## config.mk

```make
export PLATFORM = sky130hd
export DESIGN_NAME = complex_nr_accumulator
export DESIGN_NICKNAME = d
export VERILOG_FILES = /design/src/rtl/complex_nr_pkg.sv /design/src/rtl/complex_nr_sat_add.sv /design/src/rtl/complex_nr_accumulator.sv
export SDC_FILE = /design/constraint.sdc
export NUM_CORES = 1
export LEC_CHECK = 0
export CORE_UTILIZATION = 32
export CTS_CLUSTER_DIAMETER = 120
export DETAILED_ROUTE_END_ITERATION = 6
export PLACE_DENSITY_LB_ADDON = 0.05
export SLEW_MARGIN = 20
export SYNTH_ARGS = -nofsm -noshare
export SYNTH_HDL_FRONTEND = slang
export SYNTH_SLANG_ARGS = --single-unit
```

## constraint.sdc

```tcl
create_clock -name clk -period 3.7 [get_ports clk]
set_input_delay 0.37 -clock clk [delete_from_list [all_inputs] [get_ports clk]]
set_output_delay 0.37 -clock clk [all_outputs]
set_load 0.02 [all_outputs]
```

## src/rtl/complex_nr_pkg.sv

```systemverilog
// Shared constants and types for the complex multiplier accumulator back end.
// Default widths, FSM state encoding and saturation limits live here.
package complex_nr_pkg;

  localparam int DEF_DATA_WIDTH = 8;
  localparam int DEF_RES_WIDTH  = 2 * DEF_DATA_WIDTH + 2;
  localparam int DEF_ACC_WIDTH  = DEF_RES_WIDTH + 4;
  localparam int DEF_LEN_WIDTH  = 8;

  // Saturation limits of the default-width accumulator.
  localparam longint DEF_ACC_MAX = (longint'(1) <<< (DEF_ACC_WIDTH - 1)) - 1;
  localparam longint DEF_ACC_MIN = -(longint'(1) <<< (DEF_ACC_WIDTH - 1));

  typedef enum logic {
    ACCUM = 1'b0,
    HOLD  = 1'b1
  } acc_state_t;

endpackage

```

## src/rtl/complex_nr_sat_add.sv

```systemverilog
// Signed saturating adder: ACC_WIDTH accumulator plus RES_WIDTH product,
// clamped back to ACC_WIDTH with an overflow flag.
module complex_nr_sat_add #(
  parameter int ACC_WIDTH = complex_nr_pkg::DEF_ACC_WIDTH,
  parameter int RES_WIDTH = complex_nr_pkg::DEF_RES_WIDTH
) (
  input  logic signed [ACC_WIDTH-1:0] a,
  input  logic signed [RES_WIDTH-1:0] b,
  output logic signed [ACC_WIDTH-1:0] sum,
  output logic                        ovf
);

  localparam logic [ACC_WIDTH-1:0] SAT_MAX = {1'b0, {(ACC_WIDTH-1){1'b1}}};
  localparam logic [ACC_WIDTH-1:0] SAT_MIN = {1'b1, {(ACC_WIDTH-1){1'b0}}};

  logic [ACC_WIDTH:0] full;

  // One guard bit is enough: the top two bits disagree exactly when the
  // true sum left the ACC_WIDTH range.
  assign full = {a[ACC_WIDTH-1], a} + {{(ACC_WIDTH+1-RES_WIDTH){b[RES_WIDTH-1]}}, b};
  assign ovf  = full[ACC_WIDTH] ^ full[ACC_WIDTH-1];
  assign sum  = !ovf ? full[ACC_WIDTH-1:0] : (full[ACC_WIDTH] ? SAT_MIN : SAT_MAX);

endmodule

```

## src/rtl/complex_nr_accumulator.sv

```systemverilog
// Sums acc_len complex products with saturation and presents each finished
// sum on a valid/ready port; two-state FSM (ACCUM collects, HOLD presents).
module complex_nr_accumulator
  import complex_nr_pkg::*;
#(
  parameter int DATA_WIDTH = DEF_DATA_WIDTH,
  parameter int RES_WIDTH  = 2 * DATA_WIDTH + 2,
  parameter int ACC_WIDTH  = RES_WIDTH + 4,
  parameter int LEN_WIDTH  = DEF_LEN_WIDTH
) (
  input  logic                        clk,
  input  logic                        sw_rst,
  input  logic                        clear,
  input  logic                        res_val,
  output logic                        res_ready,
  input  logic signed [RES_WIDTH-1:0] res_re,
  input  logic signed [RES_WIDTH-1:0] res_im,
  input  logic        [LEN_WIDTH-1:0] acc_len,
  output logic                        acc_val,
  input  logic                        acc_ready,
  output logic signed [ACC_WIDTH-1:0] acc_re,
  output logic signed [ACC_WIDTH-1:0] acc_im,
  output logic                        acc_ovf,
  output logic                        busy
);

  acc_state_t                  state;
  logic        [LEN_WIDTH-1:0] count;
  logic        [LEN_WIDTH-1:0] len_q;
  logic        [LEN_WIDTH-1:0] cur_len;
  logic signed [ACC_WIDTH-1:0] sum_re, sum_im;
  logic                        ovf_re, ovf_im;
  logic                        accept;
  logic                        last;

  complex_nr_sat_add #(.ACC_WIDTH(ACC_WIDTH), .RES_WIDTH(RES_WIDTH)) u_add_re (
    .a(acc_re), .b(res_re), .sum(sum_re), .ovf(ovf_re)
  );

  complex_nr_sat_add #(.ACC_WIDTH(ACC_WIDTH), .RES_WIDTH(RES_WIDTH)) u_add_im (
    .a(acc_im), .b(res_im), .sum(sum_im), .ovf(ovf_im)
  );

  assign res_ready = (state == ACCUM) && !clear;
  assign accept    = res_val && res_ready;
  assign busy      = (count != '0) || (state == HOLD);

  // The first product of a sum uses acc_len directly; later ones use the latched length.
  assign cur_len = (count != '0) ? len_q :
                   (acc_len == '0) ? LEN_WIDTH'(1) : acc_len;
  assign last    = (count == cur_len - LEN_WIDTH'(1));

  // NOTE: every register here uses non-blocking assignment so all of them
  // update from the same pre-edge values, independent of statement order.
  always_ff @(posedge clk) begin
    if (sw_rst) begin
      state   <= ACCUM;
      count   <= '0;
      len_q   <= LEN_WIDTH'(1);
      acc_re  <= '0;
      acc_im  <= '0;
      acc_ovf <= 1'b0;
      acc_val <= 1'b0;
    end else if (clear) begin
      state   <= ACCUM;
      count   <= '0;
      acc_re  <= '0;
      acc_im  <= '0;
      acc_ovf <= 1'b0;
      acc_val <= 1'b0;
    end else begin
      case (state)
        ACCUM: begin
          if (accept) begin
            acc_re  <= sum_re;
            acc_im  <= sum_im;
            acc_ovf <= acc_ovf | ovf_re | ovf_im;
            if (count == '0) len_q <= cur_len;
            if (last) begin
              count   <= '0;
              state   <= HOLD;
              acc_val <= 1'b1;
            end else begin
              count <= count + LEN_WIDTH'(1);
            end
          end
        end
        HOLD: begin
          if (acc_ready) begin
            state   <= ACCUM;
            acc_val <= 1'b0;
            acc_re  <= '0;
            acc_im  <= '0;
            acc_ovf <= 1'b0;
          end
        end
        default: state <= ACCUM;
      endcase
    end
  end

endmodule

```

==> results by group, run 1 <==
Run status
  – Status: completed

GRT
  – Overflow after GRT: 0
  – All-Layer GR Usage: 17.6%
  – Largest net degree at the start of global routing: 42
  – Vias in the first global route: 4656
  – Initial antenna violation count: 0
  – First-pass GRT wire length: 22.7 mm

Die
  – # IOs: 97
  – Cell Rows: 44
  – Initial Util: 33.2%
  – Die Wd: 126 um
  – Die height: 126 um
  – Core ar.: 0.0148 mm2
  – Die area: 0.0158 mm2

Route
  – DRC Markers: 0
  – TritonRoute pass-1 iters: 4
  – Avg WL per Cell: 15.0 um
  – Drt via density: 5.27
  – Vias: 4728
  – Final WL: 13.5 mm
  – Initial DRC Count: 167
  – Post-DRT Antenna Nets: 0

Layout
  – Ant diodes: 0
  – Post-route insts no fill: 897
  – Filler cell count in the final layout: 1535
  – Final Core Density: 43.4%
  – Final non-filler cell area: 0.00641 mm2
  – Share of cells above drive strength 1: 6.87%
  – P&R area growth vs syn: 30.7%
  – Nets: 806

Worst setup path
  – Startpoint Class: register
  – Crit-path leading delay family: simple AND/OR/NAND/NOR gates
  – Bufs and invs on worst path: 1
  – Critical Path AT: 3.55 ns
  – CP max stage cell: and2_1
  – CP Max Fanout: 9
  – CP max stage delay: 0.46 ns
  – CP Class: reg2reg
  – Crit end category: register
  – Worst path cell trace: inv_1 > ha_1 > nor4b_4 > nand2_4 > mux2i_1 > ha_1 > o21ai_0 > nor2_1 > mux2i_1 > o21a_1 > nor4_2 > and2_1 > nor3_2
  – Required time of the critical path: 3.92 ns

Synthesis
  – List of most frequent post-synthesis cells: nand2_1, dfxtp_1, nor2_1
  – Area contributors post-synth: dfxtp_1, ha_1, nand2_1
  – Syn Inst Count: 612
  – Main synth FF type: dfxtp_1
  – Asr flop ratio synth: 0%
  – Cell with the most instances after synthesis: nand2_1
  – EDFF count, synth: 0
  – Leading area contributor after synthesis: dfxtp_1
  – Syn nets: 710
  – Netlist cell types: 58
  – FF+latch count, synth: 63
  – Syn avg cell area: 8.01 um2
  – Post-synth top area share: 25.7%
  – YS warnings: 0
  – Sequential share of the synthesized area: 25.7%
  – Post-synthesis cell area: 0.00490 mm2

Clock tree
  – CTS Hold Buffers Added: 0
  – Clk root buf: clkbuf_16
  – Post-CTS setup buffer count: 0
  – Number of H-tree levels: 3
  – Clk_lat worst skew: 0.35 ns
  – CTS buffer count: 9
  – CTS tree: built
  – Post-cts sizing count: 0
  – Clock tree buffer depth: 2
  – Clock slew at reported path FFs: 0.06 ns
  – Clk sinks: 63

Timing
  – Final setup vio count: 0
  – Hold_ws: 0.463 ns
  – Final period util: 90.0%
  – Pins over their slew limit: 0
  – RSZ-0062 raised after global routing: false
  – Worst-case clock skew: 0.00850 ns
  – Final hold vios: 0
  – F_max: 300 MHz
  – Tmin final: 3.33 ns
  – Slew HR: 51.1%
  – Setup TNS: 0 ns
  – Worst slew pin tran: 0.728 ns
  – Post-route setup slack: 0.370 ns

Power and ir drop
  – Power, Total: 2.12 mW
  – P per Cell Area: 331 mW/mm2
  – Pleak: 2.63 nW
  – Worst vdd ir: 0.000191 V

Placed design
  – Final GP Congestion: 0.821
  – Placed insts: 881
  – DP Wirelength: 10.0 mm
  – DP Area: 0.00610 mm2
  – Port Buf Inserts: 96
  – Pre-CTS setup slack: 0.224 ns

Run
  – Max-cap viol count: 0

Hold path
  – HP Class: reg2reg
## cells by family (layout without fill, tap and decap cells)
family                     count (synthesis)  after routing  synth area share (%)
xor gates and xnor gates                  51             51                  9.11
AOI/OAI and AO/OA                        199            199                  26.6
DFF                                       63             63                  25.7
muxes                                     12             12                  2.50
and+or+nand+nor                          202            202                  20.0
adders and majority gates                 49             49                  12.8
buffers and inverters                     36            137                  3.22
## state kept, by name, summed over array words and instances, names as in the netlist
register and cells:
acc_val 1, acc_ovf 1, acc_im 22, acc_re 22, len_q 8, state 1
count 8
## tightest hold or removal path: cells and delay by family, from the launching register on
family / cells / cell delay (ns)
AOI/OAI and AO/OA: 1 / 0.05
and+or+nand+nor: 1 / 0.05
DFF: 1 / 0.31
## cell usage in the layout (no fill, tap or decap), types with 20 or more instances in the layout
| master | count |
|---|---|
| a22o_1 | 20 |
| nand2_1 | 82 |
| nor2_1 | 52 |
| a21oi_1 | 49 |
| o21ai_0 | 43 |
| clkdlybuf4s50_1 | 96 |
| xnor2_1 | 30 |
| dfxtp_1 | 63 |
| ha_1 | 47 |
| xor2_1 | 21 |
## per-layer routing
layer	global-route usage, %	vias to the layer above	part of all wire [%]
met5	0	-	0
met4	6.17	0	1.4
met3	3.61	13	4.1
met2	28.6	80	45
met1	23.2	2209	49
li1	-	2426	-
## path summary, 6_finish.rpt
path	start	to	slack, ns	cells past startpoint
max	count[0]	count[3]	0.37	13
min	len_q[7]	len_q[7]	0.46	2
min reg2reg	len_q[7]	len_q[7]	0.46	2
max reg2reg	count[0]	count[3]	0.37	13
## layout make-up
class	instances	area, um2	share of cell area, %
multi-input cells	513	3490	54.4
flip-flops and latches	63	1260	19.7
repair buffers	107	1070	16.7
clock buffers	12	236	3.69
well taps	184	230	3.59
clock inverters	4	70.1	1.09
inverters	14	52.6	0.820
## report_power, final
part / internal (mW) / total (mW) / switching [mW] / leakage [nW]
logic: 0.224 / 0.480 / 0.256 / 1.97
clock network: 0.589 / 0.923 / 0.334 / 0.151
registers: 0.700 / 0.719 / 0.0191 / 0.511
total: 1.51 / 2.12 / 0.609 / 2.63
No activity file was read; power rests on OpenSTA's default activity.
==> run 2: changes to the inputs <==
--- a/config.mk
+++ b/config.mk
@@ -5,7 +5,9 @@
 export SDC_FILE = /design/constraint.sdc
 export NUM_CORES = 1
 export LEC_CHECK = 0
-export CORE_UTILIZATION = 32
+export CELL_PAD_IN_SITES_DETAIL_PLACEMENT = 1
+export CELL_PAD_IN_SITES_GLOBAL_PLACEMENT = 2
+export CORE_UTILIZATION = 31
 export CTS_CLUSTER_DIAMETER = 120
 export DETAILED_ROUTE_END_ITERATION = 6
 export PLACE_DENSITY_LB_ADDON = 0.05
==> results by group, run 2 (same netlist as run 1, synthesis figures left out) <==
Die
  – Initial Util: 32.0% (-1.2 points)
  – Core ar.: 0.0153 mm2 (+3.8%)
  – Die area: 0.0163 mm2 (+3.2%)
  – Die height: 128 um (+1.6%)
  – # IOs: 97 (unchanged)
  – Cell Rows: 45 (+2.3%)
  – Die Wd: 128 um (+1.6%)

Clock tree
  – Post-CTS setup buffer count: 0 (unchanged)
  – Clock tree buffer depth: 2 (unchanged)
  – Clk_lat worst skew: 0.34 ns (about the same)
  – Clk sinks: 63 (unchanged)
  – CTS buffer count: 9 (unchanged)
  – Clk root buf: clkbuf_16
  – CTS Hold Buffers Added: 0 (unchanged)
  – Number of H-tree levels: 3 (unchanged)
  – Post-cts sizing count: 0 (unchanged)
  – Clock slew at reported path FFs: 0.06 ns (about the same)
  – CTS tree: built

Route
  – DRC Markers: 0 (unchanged)
  – Final WL: 14.5 mm (+7.3%)
  – Avg WL per Cell: 15.7 um (+4.2%)
  – Post-DRT Antenna Nets: 0 (unchanged)
  – TritonRoute pass-1 iters: 4 (unchanged)
  – Drt via density: 5.11 (-3.0%)
  – Initial DRC Count: 168 (+0.60%)
  – Vias: 4724 (-0.085%)

GRT
  – Initial antenna violation count: 0 (unchanged)
  – All-Layer GR Usage: 18.7% (+1.1 points)
  – Vias in the first global route: 4952 (+6.4%)
  – First-pass GRT wire length: 24.7 mm (+8.7%)
  – Overflow after GRT: 0 (unchanged)
  – Largest net degree at the start of global routing: 31 (-26%)

Placed design
  – Pre-CTS setup slack: 0.0480 ns (-0.176 ns)
  – DP Area: 0.00612 mm2 (+0.35%)
  – DP Wirelength: 11.3 mm (+12%)
  – Port Buf Inserts: 96 (unchanged)
  – Final GP Congestion: 0.812 (-1.1%)
  – Placed insts: 908 (+3.1%)

Hold path
  – Worst Hold End: len_q[7]
  – HP Class: reg2reg
  – Hold Crit Depth: 2 (unchanged)
  – HP Start: len_q[7]

Worst setup path
  – Worst path cell trace: inv_1 > ha_1 > nor4b_4 > nand2_4 > mux2i_1 > ha_1 > o21ai_0 > nor2_1 > mux2i_1 > o21a_1 > nor4_2 > and2_1 > nor3_2
  – Worst reg2reg setup slack: 0.36 ns (about the same)
  – CP max stage cell: and2_1
  – Crit-path leading delay family: simple AND/OR/NAND/NOR gates
  – Startpoint Class: register
  – Bufs and invs on worst path: 1 (unchanged)
  – Critical Path AT: 3.55 ns (about the same)
  – Crit end category: register
  – Required time of the critical path: 3.91 ns (about the same)
  – Critical R2R Capture: count[3]
  – CP Max Fanout: 9 (unchanged)
  – Reg-to-reg startpoint: count[0]
  – CP max stage delay: 0.46 ns (about the same)
  – R2R cell count: 13 (unchanged)
  – CP Class: reg2reg

Layout
  – Commonest cells after routing, fill and taps aside: clkdlybuf4s50_1, nand2_1, dfxtp_1
  – P&R area growth vs syn: 30.8% (about the same)
  – Final non-filler cell area: 0.00641 mm2 (about the same)
  – Post-route insts no fill: 924 (+3.0%)
  – Share of cells above drive strength 1: 7.01% (+0.14 points)
  – Nets: 806 (unchanged)
  – Ant diodes: 0 (unchanged)
  – Most common cell after layout, fill and taps aside: clkdlybuf4s50_1
  – Final Core Density: 41.9% (-1.5 points)
  – Largest regs: acc_im x22, acc_re x22

Timing
  – Pins over their slew limit: 0 (unchanged)
  – Worst slew pin tran: 0.582 ns (-0.147 ns)
  – Tmin final: 3.34 ns (+0.0111 ns)
  – Post-route setup slack: 0.359 ns (-0.0111 ns)
  – Setup TNS: 0 ns (unchanged)
  – Final hold vios: 0 (unchanged)
  – Slew HR: 61.2% (+10 points)
  – Final period util: 90.3% (+0.30 points)
  – Final setup vio count: 0 (unchanged)
  – Worst-case clock skew: 0.00889 ns (+0.000392 ns)
  – RSZ-0062 raised after global routing: false
  – F_max: 299 MHz (-0.33%)

Power and ir drop
  – Pleak: 2.63 nW (-0.25%)
  – P per Cell Area: 323 mW/mm2 (-2.6%)
  – Worst vdd ir: 0.000207 V (+8.3%)

Run
  – Max-cap viol count: 0 (unchanged)

Run status
  – Status: completed
==> run 2: cell types whose count changed in the layout (fill, tap and decap cells not counted), sizes merged <==
cell	before	now
clkinv	2	3
bufinv	2	1
==> run 2: how the worst max path moves through the flow <==
stage          startpoint          to  depth (start not counted)  slack (ns)
2_1_floorplan   acc_im[0]  acc_im[15]                         12        0.82
3_3_place_gp    res_re[0]  acc_re[12]                         13        0.19
3_5_place_dp    res_re[0]  acc_re[15]                         13        0.05
4_1_cts          count[0]    count[3]                         13        0.28
5_1_grt          count[0]    count[6]                         13        0.07
6_report         count[0]    count[3]                         13        0.36
==> run 2: final cells by class <==
cell class	instances	area (um2)
fillers	1837	8900
multi-input cells	513	3490
flip-flops and latches	63	1260
repair buffers	107	1060
well taps	211	264
clock buffers	12	246
inverters	14	52.6
clock inverters	4	45.0
==> run 2: report_power, final <==
part           switching, mW  internal, mW
Combinational          0.259         0.224
Sequential            0.0197         0.700
Clock                  0.328         0.537
Total                  0.607          1.46
==> run 2: worst reg2reg max path, cell delays in order, from the launching register on <==
cell     delay [ns]
dfxtp_1        0.38
inv_1          0.09
ha_1           0.16
nor4b_4        0.34
nand2_4        0.16
mux2i_1        0.35
ha_1           0.26
o21ai_0        0.16
nor2_1         0.12
mux2i_1        0.08
o21a_1         0.20
nor4_2         0.38
and2_1         0.46
nor3_2         0.09
==> run 2: metal layers <==
metal,global-route usage [%],share of wire (%),wire (um)
met3,2.80,2.5,364
met1,25.3,50,7290
met5,0,0,0
met2,30.4,45,6570
met4,6.23,1.6,236
==> run 2: per-stage QoR <==
| stage | hold WS [ns] | power [mW] |
|---|---|---|
| finish | 0.463 | 2.07 |
| floorplan | 0.436 | 1.04 |
| global route | 0.494 | 2.19 |
| CTS | 0.469 | 2.10 |
| global placement | 0.450 | 1.22 |
| detailed placement | 0.460 | 1.22 |
